$ cat config.mk
export PLATFORM = sky130hd
export DESIGN_NAME = harmonic_select
export DESIGN_NICKNAME = d
export VERILOG_FILES = /design/src/rtl/harmonic_select.sv
export SDC_FILE = /design/constraint.sdc
export NUM_CORES = 1
export LEC_CHECK = 0
export BUFFER_PORTS_ARGS = -buffer_cell sky130_fd_sc_hd__buf_2
export CAP_MARGIN = 10
export CELL_PAD_IN_SITES_DETAIL_PLACEMENT = 0
export CELL_PAD_IN_SITES_GLOBAL_PLACEMENT = 1
export CORE_ASPECT_RATIO = 0.8
export CORE_MARGIN = 2
export CORE_UTILIZATION = 50
export CTS_CLUSTER_SIZE = 12
export DETAILED_ROUTE_END_ITERATION = 10
export GPL_TIMING_DRIVEN = 1
export PLACE_DENSITY = 0.9
export SKIP_CTS_REPAIR_TIMING = 1
export SYNTH_ARGS = -nofsm -noshare
export SYNTH_HDL_FRONTEND = slang
export SYNTH_SLANG_ARGS = --single-unit
export TNS_END_PERCENT = 20
$ cat constraint.sdc
create_clock -name i_clk -period 28.7 [get_ports i_clk]
set_input_delay 0 -clock i_clk [delete_from_list [all_inputs] [get_ports i_clk]]
set_output_delay 0 -clock i_clk [all_outputs]
set_load 0.02 [all_outputs]
$ cat src/rtl/harmonic_select.sv
// harmonic_select: captures one FFT frame and emits a single bin or a wrapping bin range with valid/ready.
// Optional |re|+|im| output on o_magnitude when HARMONIC_SELECT_MAGNITUDE_EN is defined.
module harmonic_select #(
   parameter int WORD_SIZE = 16,
   parameter int N_BINS    = 16,
   parameter int SEL_W     = $clog2(N_BINS)
) (
   input  logic                        i_clk,
   input  logic                        i_rst,
   input  logic                        i_frame_valid,
   input  logic [N_BINS*WORD_SIZE-1:0] i_bins_re,
   input  logic [N_BINS*WORD_SIZE-1:0] i_bins_im,
   input  logic                        i_mode,
   input  logic [SEL_W-1:0]            i_select,
   input  logic [SEL_W-1:0]            i_scan_last,
   input  logic                        i_ready,
   output logic                        o_valid,
   output logic                        o_busy,
   output logic [WORD_SIZE-1:0]        o_harmonic_re,
   output logic [WORD_SIZE-1:0]        o_harmonic_im,
   output logic [SEL_W-1:0]            o_index
`ifdef HARMONIC_SELECT_MAGNITUDE_EN
   ,output logic [WORD_SIZE:0]         o_magnitude
`endif
);

   typedef enum logic {IDLE, EMIT} state_t;

   state_t               state;
   logic [WORD_SIZE-1:0] frame_re [N_BINS];
   logic [WORD_SIZE-1:0] frame_im [N_BINS];
   logic                 scan_mode;
   logic [SEL_W-1:0]     scan_last;

   logic                 capture;
   logic                 handshake;
   logic                 last_beat;
   logic [SEL_W-1:0]     next_index;
   logic [WORD_SIZE-1:0] load_re;
   logic [WORD_SIZE-1:0] load_im;

   assign capture    = (state == IDLE) && i_frame_valid;
   assign handshake  = o_valid && i_ready;
   assign last_beat  = !scan_mode || (o_index == scan_last);
   assign next_index = o_index + SEL_W'(1);
   assign o_busy     = (state == EMIT);

   // On capture the buffer is being written on the same edge, so the first
   // word comes straight from the input bus; afterwards from the buffer.
   always_comb begin
      load_re = frame_re[next_index];
      load_im = frame_im[next_index];
      if (state == IDLE) begin
         load_re = i_bins_re[i_select*WORD_SIZE +: WORD_SIZE];
         load_im = i_bins_im[i_select*WORD_SIZE +: WORD_SIZE];
      end
   end

   always_ff @(posedge i_clk) begin
      if (capture) begin
         for (int k = 0; k < N_BINS; k++) begin
            frame_re[k] <= i_bins_re[k*WORD_SIZE +: WORD_SIZE];
            frame_im[k] <= i_bins_im[k*WORD_SIZE +: WORD_SIZE];
         end
      end
   end

`ifdef HARMONIC_SELECT_MAGNITUDE_EN
   function automatic logic [WORD_SIZE:0] abs_ext(input logic [WORD_SIZE-1:0] v);
      logic [WORD_SIZE:0] x;
      x = {v[WORD_SIZE-1], v};
      return v[WORD_SIZE-1] ? -x : x;
   endfunction

   logic [WORD_SIZE:0] load_mag;
   assign load_mag = abs_ext(load_re) + abs_ext(load_im);

   always_ff @(posedge i_clk or posedge i_rst) begin
      if (i_rst) begin
         o_magnitude <= '0;
      end else if (capture || (state == EMIT && handshake && !last_beat)) begin
         o_magnitude <= load_mag;
      end
   end
`endif

   always_ff @(posedge i_clk or posedge i_rst) begin
      if (i_rst) begin
         state         <= IDLE;
         o_valid       <= 1'b0;
         o_harmonic_re <= '0;
         o_harmonic_im <= '0;
         o_index       <= '0;
         scan_mode     <= 1'b0;
         scan_last     <= '0;
      end else begin
         case (state)
            IDLE: begin
               if (i_frame_valid) begin
                  state         <= EMIT;
                  o_valid       <= 1'b1;
                  scan_mode     <= i_mode;
                  scan_last     <= i_scan_last;
                  o_index       <= i_select;
                  o_harmonic_re <= load_re;
                  o_harmonic_im <= load_im;
               end
            end
            EMIT: begin
               if (handshake) begin
                  if (last_beat) begin
                     state   <= IDLE;
                     o_valid <= 1'b0;
                  end else begin
                     o_index       <= next_index;
                     o_harmonic_re <= load_re;
                     o_harmonic_im <= load_im;
                  end
               end
            end
            default: begin
               state   <= IDLE;
               o_valid <= 1'b0;
            end
         endcase
      end
   end

endmodule

[Yosys cells after proc, flatten, opt, wreduce, memory -nomap -nowiden]
Memories as Yosys holds them, arrays and structs flattened.
Index checks and enable logic that the tools add are counted.
Word-level totals
  bits in registers: 43
  RAM bits: 512
  input bits: 525
  word-level logic and storage cells: 49
  memories: 2
Operators by class
  add/sub/neg operators: 1
  equality and inequality tests: 5
  shifts and indexed selects: 2
  mux-type cells: 24
  bitwise gates (word level): 1
  reduce and logical (&&, ||, !) cells: 7
Memory list
  frame_im: words 16, bits a word 16, rd ports 1, clocked after memory_dff 0, write ports 16, RTL line 31  | logic [WORD_SIZE-1:0] frame_im [N_BINS];
  frame_re: words 16, bits a word 16, rd ports 1, clocked after memory_dff 0, write ports 16, RTL line 30  | logic [WORD_SIZE-1:0] frame_re [N_BINS];
Operators by type and width (count)
  $shiftx 256x9->16: 2
  $mux 16: 8
  $pmux 16 s2: 2
  $mux 4: 3
  $mux 1: 8
  $pmux 4 s2: 1
  $reduce_and 3->1: 2
  $add 4x1->4 const B: 1
  $eq 4x4->1: 1
  $ne 2x1->1 const B: 2
  $ne 2x2->1 const B: 2
  $pmux 1 s2: 2
  $logic_and 1x1->1: 2
  $reduce_and 2->1: 1
  $logic_not 1->1: 1
  $logic_or 1x1->1: 1
  $not 1->1: 1

[Logic depth before layout (Yosys ltp)]
Gate-level depths: netlist of the first run.
An unclocked memory read counts as a cell.
  word-level depth: 6
  depth in mapped cells: 8
  gate-level depth less buffers: 5

[Least setup slack after synthesis of the first run]
OpenSTA, ideal clock, no wires.
  kind: reg2reg
  from: reg state (netlist: o_busy)
  to: reg scan_last[0]
  library setup time: 143 ps
  arrival: 16624 ps
  data required time: 28557 ps
  path slack: 11933 ps
  cell stages (with the launch flop): 5
  period minus slack after synthesis: 16767 ps
  cell sequence: dfrtp_1 buf_2 nor2b_1 clkbuf_1 mux2_2
Between the ends
  longest elaborated chain between the ends: 2
RTL lines
  start: declaration: RTL line 29  | state_t state;
  start signal: assignment: RTL line 89  | state <= IDLE;
  start signal: assignment: RTL line 100  | state <= EMIT;
  start signal: assignment: RTL line 112  | state <= IDLE;
  $not 1->1 (no source line)
  $reduce_and 2->1 (no source line)
  end signal: assignment: RTL line 103  | scan_last <= i_scan_last;
  end: declaration: RTL line 33  | logic [SEL_W-1:0] scan_last;
No other way between the ends.
A chain may end at the register's enable or synchronous reset.

[Worst setup path in the final report of the first run]
  from: reg o_index[1]
  to: reg o_harmonic_im[3]
Between the ends
  longest elaborated chain between the ends: 6
  elaborated cells on any way between the ends: 11
  those cells by class: 1 x add/sub; 2 x eq/ne; 5 x mux; 2 x reduce/logical; 1 x memory
RTL lines
  start: declaration: RTL line 21  | output logic [SEL_W-1:0] o_index
  start signal: assignment: RTL line 104  | o_index <= i_select;
  start signal: assignment: RTL line 115  | o_index <= next_index;
  $add 4x1->4: RTL line 45  | assign next_index = o_index + SEL_W'(1);
  $mem_v2 16x16
  $mux 16: RTL line 53  | if (state == IDLE) begin
  $mux 16: RTL line 111  | if (last_beat) begin
  $mux 16: RTL line 110  | if (handshake) begin
  $pmux 16 s2: RTL line 97  | case (state)
  end signal: assignment: RTL line 106  | o_harmonic_im <= load_im;
  end signal: assignment: RTL line 117  | o_harmonic_im <= load_im;
  end: declaration: RTL line 20  | output logic [WORD_SIZE-1:0] o_harmonic_im,
Several ways; a longest one is shown, not always the timed one. The select of a mux whose other input is x is not followed.

==> out/results.ini, run 1 <==
[global_routing]
overflow = 0
grt_usage_pct = 30.1
grt_pass1_wl_mm = 118
antenna_found_initial = 15
grt_pass1_vias = 17600
grt_max_degree = 208

[sta]
setup_viol = 0
fin_ws_ns = 24.65
fin_setup_tns_ns = 0
finClkSkew_ns = 0.0286
hold_viol_final = 0
max-slew-margin-rel_pct = 15.8
final.period_utilization_pct = 14.1
holdWs_ns = 0.0566
slew_violations = 0
max_freq_mhz = 247
rsz0062_at_grt = false
min_period_ns = 4.05
worst_slew_pin_slew_ns = 1.26

[worst_setup_path]
cp.required_ns = 29.19
cp_max_fo = 64
startpoint_type = flop
critPathCaptureType = flop
crit_arrival_ns = 4.55
reg2reg_from = o_index[1]$_DFFE_PP0P_
r2r_setup_slack_ns = 24.65
worstSetupPathType = reg2reg
r2r-end = o_harmonic_im[3]$_DFFE_PP0P_
ff2ff_path_depth = 7

[placed_design]
dp_slack_ns = 24.73
port_buffers = 562
placed_cell_area_mm2 = 0.0294
placed_cells = 2647
dp_hpwl_mm = 56.6
place_congestion = 0.882

[detailed_routing]
drc = 0
ant_nets = 0
drt_iter0_drc = 2892
routed_wl_mm = 96.4
top_layer = met5
first_pass_iters = 6
avgViaCountPerCell = 6.21
post_drt_wl_per_cell_um = 29.3
vias = 20500
wl_met3_mm = 12.2
met2_length_mm = 44.9
wl_met1_mm = 35.0

[clock_tree]
cts_made_buffers = 56
cts_num_sinks = 555
clk_pin_slew_ns = 0.06
cts.path.max_buffers = 3
root_buffer = clkbuf_16
clock_latency_ns = 0.62
cts_tree = built
h-tree-depth = 2

[floorplanning]
fp.dieW_um = 260
dieArea_mm2 = 0.0543
coreArea_mm2 = 0.0521
start_util_pct = 50.3
io_pins = 563
die_h_um = 209
rows = 75

[synthesis]
synth-simple-area-share_pct = 3.21
netlist_top_cells_count = edfxtp_1, mux2i_1, mux4_2, nand2_1, a22o_1
synthesis.instances = 1489
synth_top_family_by_area = multiplexers
yosys.area.top_type = edfxtp_1
ys_warn_count = 0
async_flop_share_pct = 7.75
ys_dominant_reg_cell = edfxtp_1
synth_seq_cells = 555
avgSynthCellArea_um2 = 17.6
synth_edf_count = 512
ys_types = 42
syn_nets = 2015
synth_adder_area_share_pct = 0.0477
synth.yosys.seq_area_share_pct = 62.7
synth_xor_area_share_pct = 0.262
synth-compound-area-share_pct = 9.68
syn-cell-area_mm2 = 0.0262
synth_top_area_share_pct = 58.6
synth_mux_area_share_pct = 21.1
yosysMostFrequentCell = edfxtp_1
synth_top_cells_by_area = edfxtp_1, mux4_2, mux2i_1

[final_layout]
layout.nets = 3061
syn_to_final_growth_pct = 39.0
drive_gt1_share_pct = 34.7
postLayoutCoreUtil_pct = 70.0
fill_cells = 3236
fin_cells = 3291
fin_area_mm2 = 0.0364

[pwr]
power_mw = 3.00
cellPowerDensity_mw_per_mm2 = 82.2
ir_drop_mv = 0.0957
leakage_nw = 14.2

[run_status]
status = finished, final reports clean

[job]
max_cap_viol_count = 0

[worst_hold_path]
hold_class = in2reg
holdPathEnd = frame_re[14][13]$_DFFE_PP_
whs_path_depth = 2
hp-start = i_frame_valid

-- cells in the final DEF (no fill, tap or decap), drive strengths merged, types with 33 or more instances in the layout --
cell / Yosys / final
o41ai: 33 / 33
nand2: 101 / 101
a22o: 64 / 64
a221oi: 64 / 64
and2: 33 / 33
buf: 62 / 587
edfxtp: 512 / 512
mux2i: 258 / 258
mux4: 128 / 128
clkbuf: 59 / 93
dlygate4sd3: 0 / 522
dfrtp: 43 / 43
-- kinds of logic (layout without fill, tap and decap cells) --
group | after synthesis | in the layout
flip-flops | 555 | 555
multiplexers | 391 | 391
AO/OA/AOI/OAI | 235 | 235
AND/OR/NAND/NOR | 177 | 177
buffers and inverters | 123 | 1217
XOR/XNOR | 7 | 7
adder cells (fa/ha/maj) | 1 | 1
other | 0 | 15
-- how the worst max path moves through the flow --
stage / startpoint / end / slack, ns / depth (start not counted)
floorplan: o_busy$_DFF_PP0_ / scan_last[0]$_DFFE_PP0P_ / 11.93 / 4
global placement: o_index[0]$_DFFE_PP0P_ / o_harmonic_im[14]$_DFFE_PP0P_ / 24.78 / 7
detailed placement: o_index[1]$_DFFE_PP0P_ / o_harmonic_im[14]$_DFFE_PP0P_ / 24.73 / 7
CTS: o_index[0]$_DFFE_PP0P_ / o_harmonic_im[14]$_DFFE_PP0P_ / 24.69 / 7
global route: o_busy$_DFF_PP0_ / frame_re[12][3]$_DFFE_PP_ / 24.51 / 3
finish: o_index[1]$_DFFE_PP0P_ / o_harmonic_im[3]$_DFFE_PP0P_ / 24.65 / 7
-- layer usage --
metal | vias up | track usage, %
li1 | 8316 | -
met5 | - | 0
met1 | 10200 | 42.3
met3 | 355 | 9.52
met4 | 8 | 9.00
met2 | 1620 | 45.2
-- worst max-delay path, cell delays in order (launching register included) --
cell     delay [ns]
dfrtp_1        0.48
ha_4           0.70
buf_4          0.60
buf_4          0.82
mux4_2         0.42
nand2_1        0.08
and3_1         0.35
o41ai_2        0.34
-- power breakdown --
part / internal [mW] / switching (mW)
sequential: 1.00 / 0.0473
combinational: 0.496 / 0.729
clock: 0.402 / 0.319
total: 1.90 / 1.09
-- state kept, by name (all words and copies together), names as in the netlist --
name           cells
o_valid            1
o_index            4
o_harmonic_re     16
frame_im         256
scan_mode          1
o_harmonic_im     16
frame_re         256
o_busy             1
scan_last          4
-- area by class of cell --
type	instances	area, µm²	share of cell area (%)
sequential	555	16500	45.2
clock inverter	13	148	0.405
clock buffer	93	1580	4.34
inverter	2	7.51	0.0206
antenna	15	37.5	0.103
multi-input combinational	811	9060	24.9
timing repair buffer	1109	8280	22.7
tap	693	867	2.38
Power figures use the tool's default switching activity.
==> run 2, diff against run 1 <==
Settings changed: CORE_UTILIZATION 50 to 46, PLACE_DENSITY 0.9 to 0.84.
Clock period 28.7 ns to 4.2 ns, I/O delays scaled along.
==> out/results.ini, run 2 (synthesis results as in run 1) <==
[sta]
holdWs_ns = 0.112
finClkSkew_ns = 0.0247
slew_violations = 0
max_freq_mhz = 322
hold_viol_final = 0
setup_viol = 0
worst_slew_pin_slew_ns = 1.11
min_period_ns = 3.10
final.period_utilization_pct = 73.9
rsz0062_at_grt = false
fin_setup_tns_ns = 0
max-slew-margin-rel_pct = 26.2

[global_routing]
overflow = 0
grt_max_degree = 152
grt_pass1_vias = 17600
antenna_found_initial = 15
grt_pass1_wl_mm = 122
grt_usage_pct = 28.6

[floorplanning]
coreArea_mm2 = 0.0565
dieArea_mm2 = 0.0589
rows = 78
die_h_um = 218
fp.dieW_um = 271
io_pins = 563
start_util_pct = 46.4

[clock_tree]
cts_num_sinks = 555
cts.path.max_buffers = 3
h-tree-depth = 2
root_buffer = clkbuf_16
clock_latency_ns = 0.61
cts_tree = built
cts_made_buffers = 58
clk_pin_slew_ns = 0.06

[placed_design]
place_congestion = 0.914
dp_hpwl_mm = 61.0
port_buffers = 562

[worst_setup_path]
cp.required_ns = 4.68
cpMaxStageDelayCell = ha_4
path_cells = ha_4, buf_4, mux4_2, and2_1, a211oi_2, o41ai_2
crit_arrival_ns = 3.59
critPathCaptureType = flop
startpoint_type = flop
reg2reg_from = o_index[0]$_DFFE_PP0P_
ff2ff_path_depth = 6
critical-path-max-stage-delay_ns = 0.75
r2r_setup_slack_ns = 1.10
path_buf_inv = 1
cp_max_fo = 38
crit_family = adder cells
worstSetupPathType = reg2reg
r2r-end = o_harmonic_im[5]$_DFFE_PP0P_

[final_layout]
final_common_cell = buf_2
reg_top3 = frame_im: 256 flops, frame_re: 256 flops
syn_to_final_growth_pct = 40.7
layout.nets = 3083
mostFrequentLayoutCells = buf_2, dlygate4sd3_1, edfxtp_1
drive_gt1_share_pct = 35.6

[pwr]
combPwrFrac_pct = 40.7
cellPowerDensity_mw_per_mm2 = 564
seqPwrFrac_pct = 34.8
leakage_nw = 14.4
p_sw_mw = 7.55
switching_share_pct = 36.3
p_int_mw = 13.2
pwr-share-clk_pct = 24.5
ir_drop_mv = 0.572

[detailed_routing]
post_drt_wl_per_cell_um = 28.8
wl_met1_mm = 38.0
first_pass_iters = 5
ant_nets = 0
met2_length_mm = 44.1
vias = 20400
drc = 0
routed_wl_mm = 97.6
drt_iter0_drc = 2464
top_layer = met4
wl_met3_mm = 10.8
avgViaCountPerCell = 6.02

[worst_hold_path]
whs_path_depth = 2
holdPathEnd = frame_im[2][8]$_DFFE_PP_
hp-start = i_bins_im[40]
hold_class = in2reg

[job]
max_cap_viol_count = 0

[run_status]
status = finished, final reports clean

## run 2: changes by cell type in the layout (fill, tap and decap cells not counted), moves of 2 or more
cell and delta:
buf_4 +10, buf_12 +9, clkbuf_8 +9, clkbuf_1 -8, diode_2 +3, clkbuf_16 +2
clkinv_1 -2, clkinv_4 +2, clkinvlp_4 +2, dlygate4sd3_1 +2
## run 2: final cells by class
type,count,area [µm²]
fill,3845,19600
sequential,555,16500
timing repair buffer,1129,8530
antenna,18,45.0
multi-input combinational,811,9050
inverter,2,7.51
clock inverter,13,128
clock buffer,96,1730
tap,760,951
## run 2: worst max path at each step
stage	start	to	cells after the start
floorplan	o_busy$_DFF_PP0_	scan_last[0]$_DFFE_PP0P_	4
CTS	o_index[0]$_DFFE_PP0P_	o_harmonic_im[5]$_DFFE_PP0P_	6
detailed placement	i_select[0]	o_harmonic_re[2]$_DFFE_PP0P_	8
finish	o_index[0]$_DFFE_PP0P_	o_harmonic_im[5]$_DFFE_PP0P_	6
global route	o_index[0]$_DFFE_PP0P_	o_harmonic_im[5]$_DFFE_PP0P_	6
global placement	o_index[0]$_DFFE_PP0P_	o_harmonic_im[5]$_DFFE_PP0P_	6
## run 2: stage by stage
step	worst slack [ns]	instance area (µm²)	cells	util, %	total power, mW
2_1_floorplan	0.688	26200	1489	-	12.3
3_3_place_gp	1.17	29700	2733	52.6	15.1
3_5_place_dp	1.15	29700	2733	52.6	15.2
4_1_cts	1.13	31600	2842	55.9	20.2
5_1_grt	1.04	36900	3379	65.3	21.5
6_report	1.10	36900	3384	65.3	20.8
## run 2: per-layer routing
metal	global-route usage [%]	vias to the layer above
met5	0	-
li1	-	8363
met2	42.4	1494
met1	41.1	10200
met4	8.03	0
met3	8.71	358
## run 2: power groups by stage
stage / registers, mW / logic, mW / clock network [mW]
after floorplan: 7.37 / 4.96 / 0
after global placement: 7.28 / 7.77 / 0
after detailed placement: 7.32 / 7.86 / 0
after CTS: 7.21 / 7.87 / 5.11
after global routing: 7.29 / 8.84 / 5.34
final: 7.23 / 8.46 / 5.10
## run 2: worst reg2reg max path, delay by kind of cell, from the launching register on
family / cells / cell delay, ns
AND/OR/NAND/NOR: 1 / 0.17
multiplexers: 1 / 0.35
adder cells (fa/ha/maj): 1 / 0.76
buffers and inverters: 1 / 0.55
AO/OA/AOI/OAI: 2 / 0.51
flip-flops: 1 / 0.64
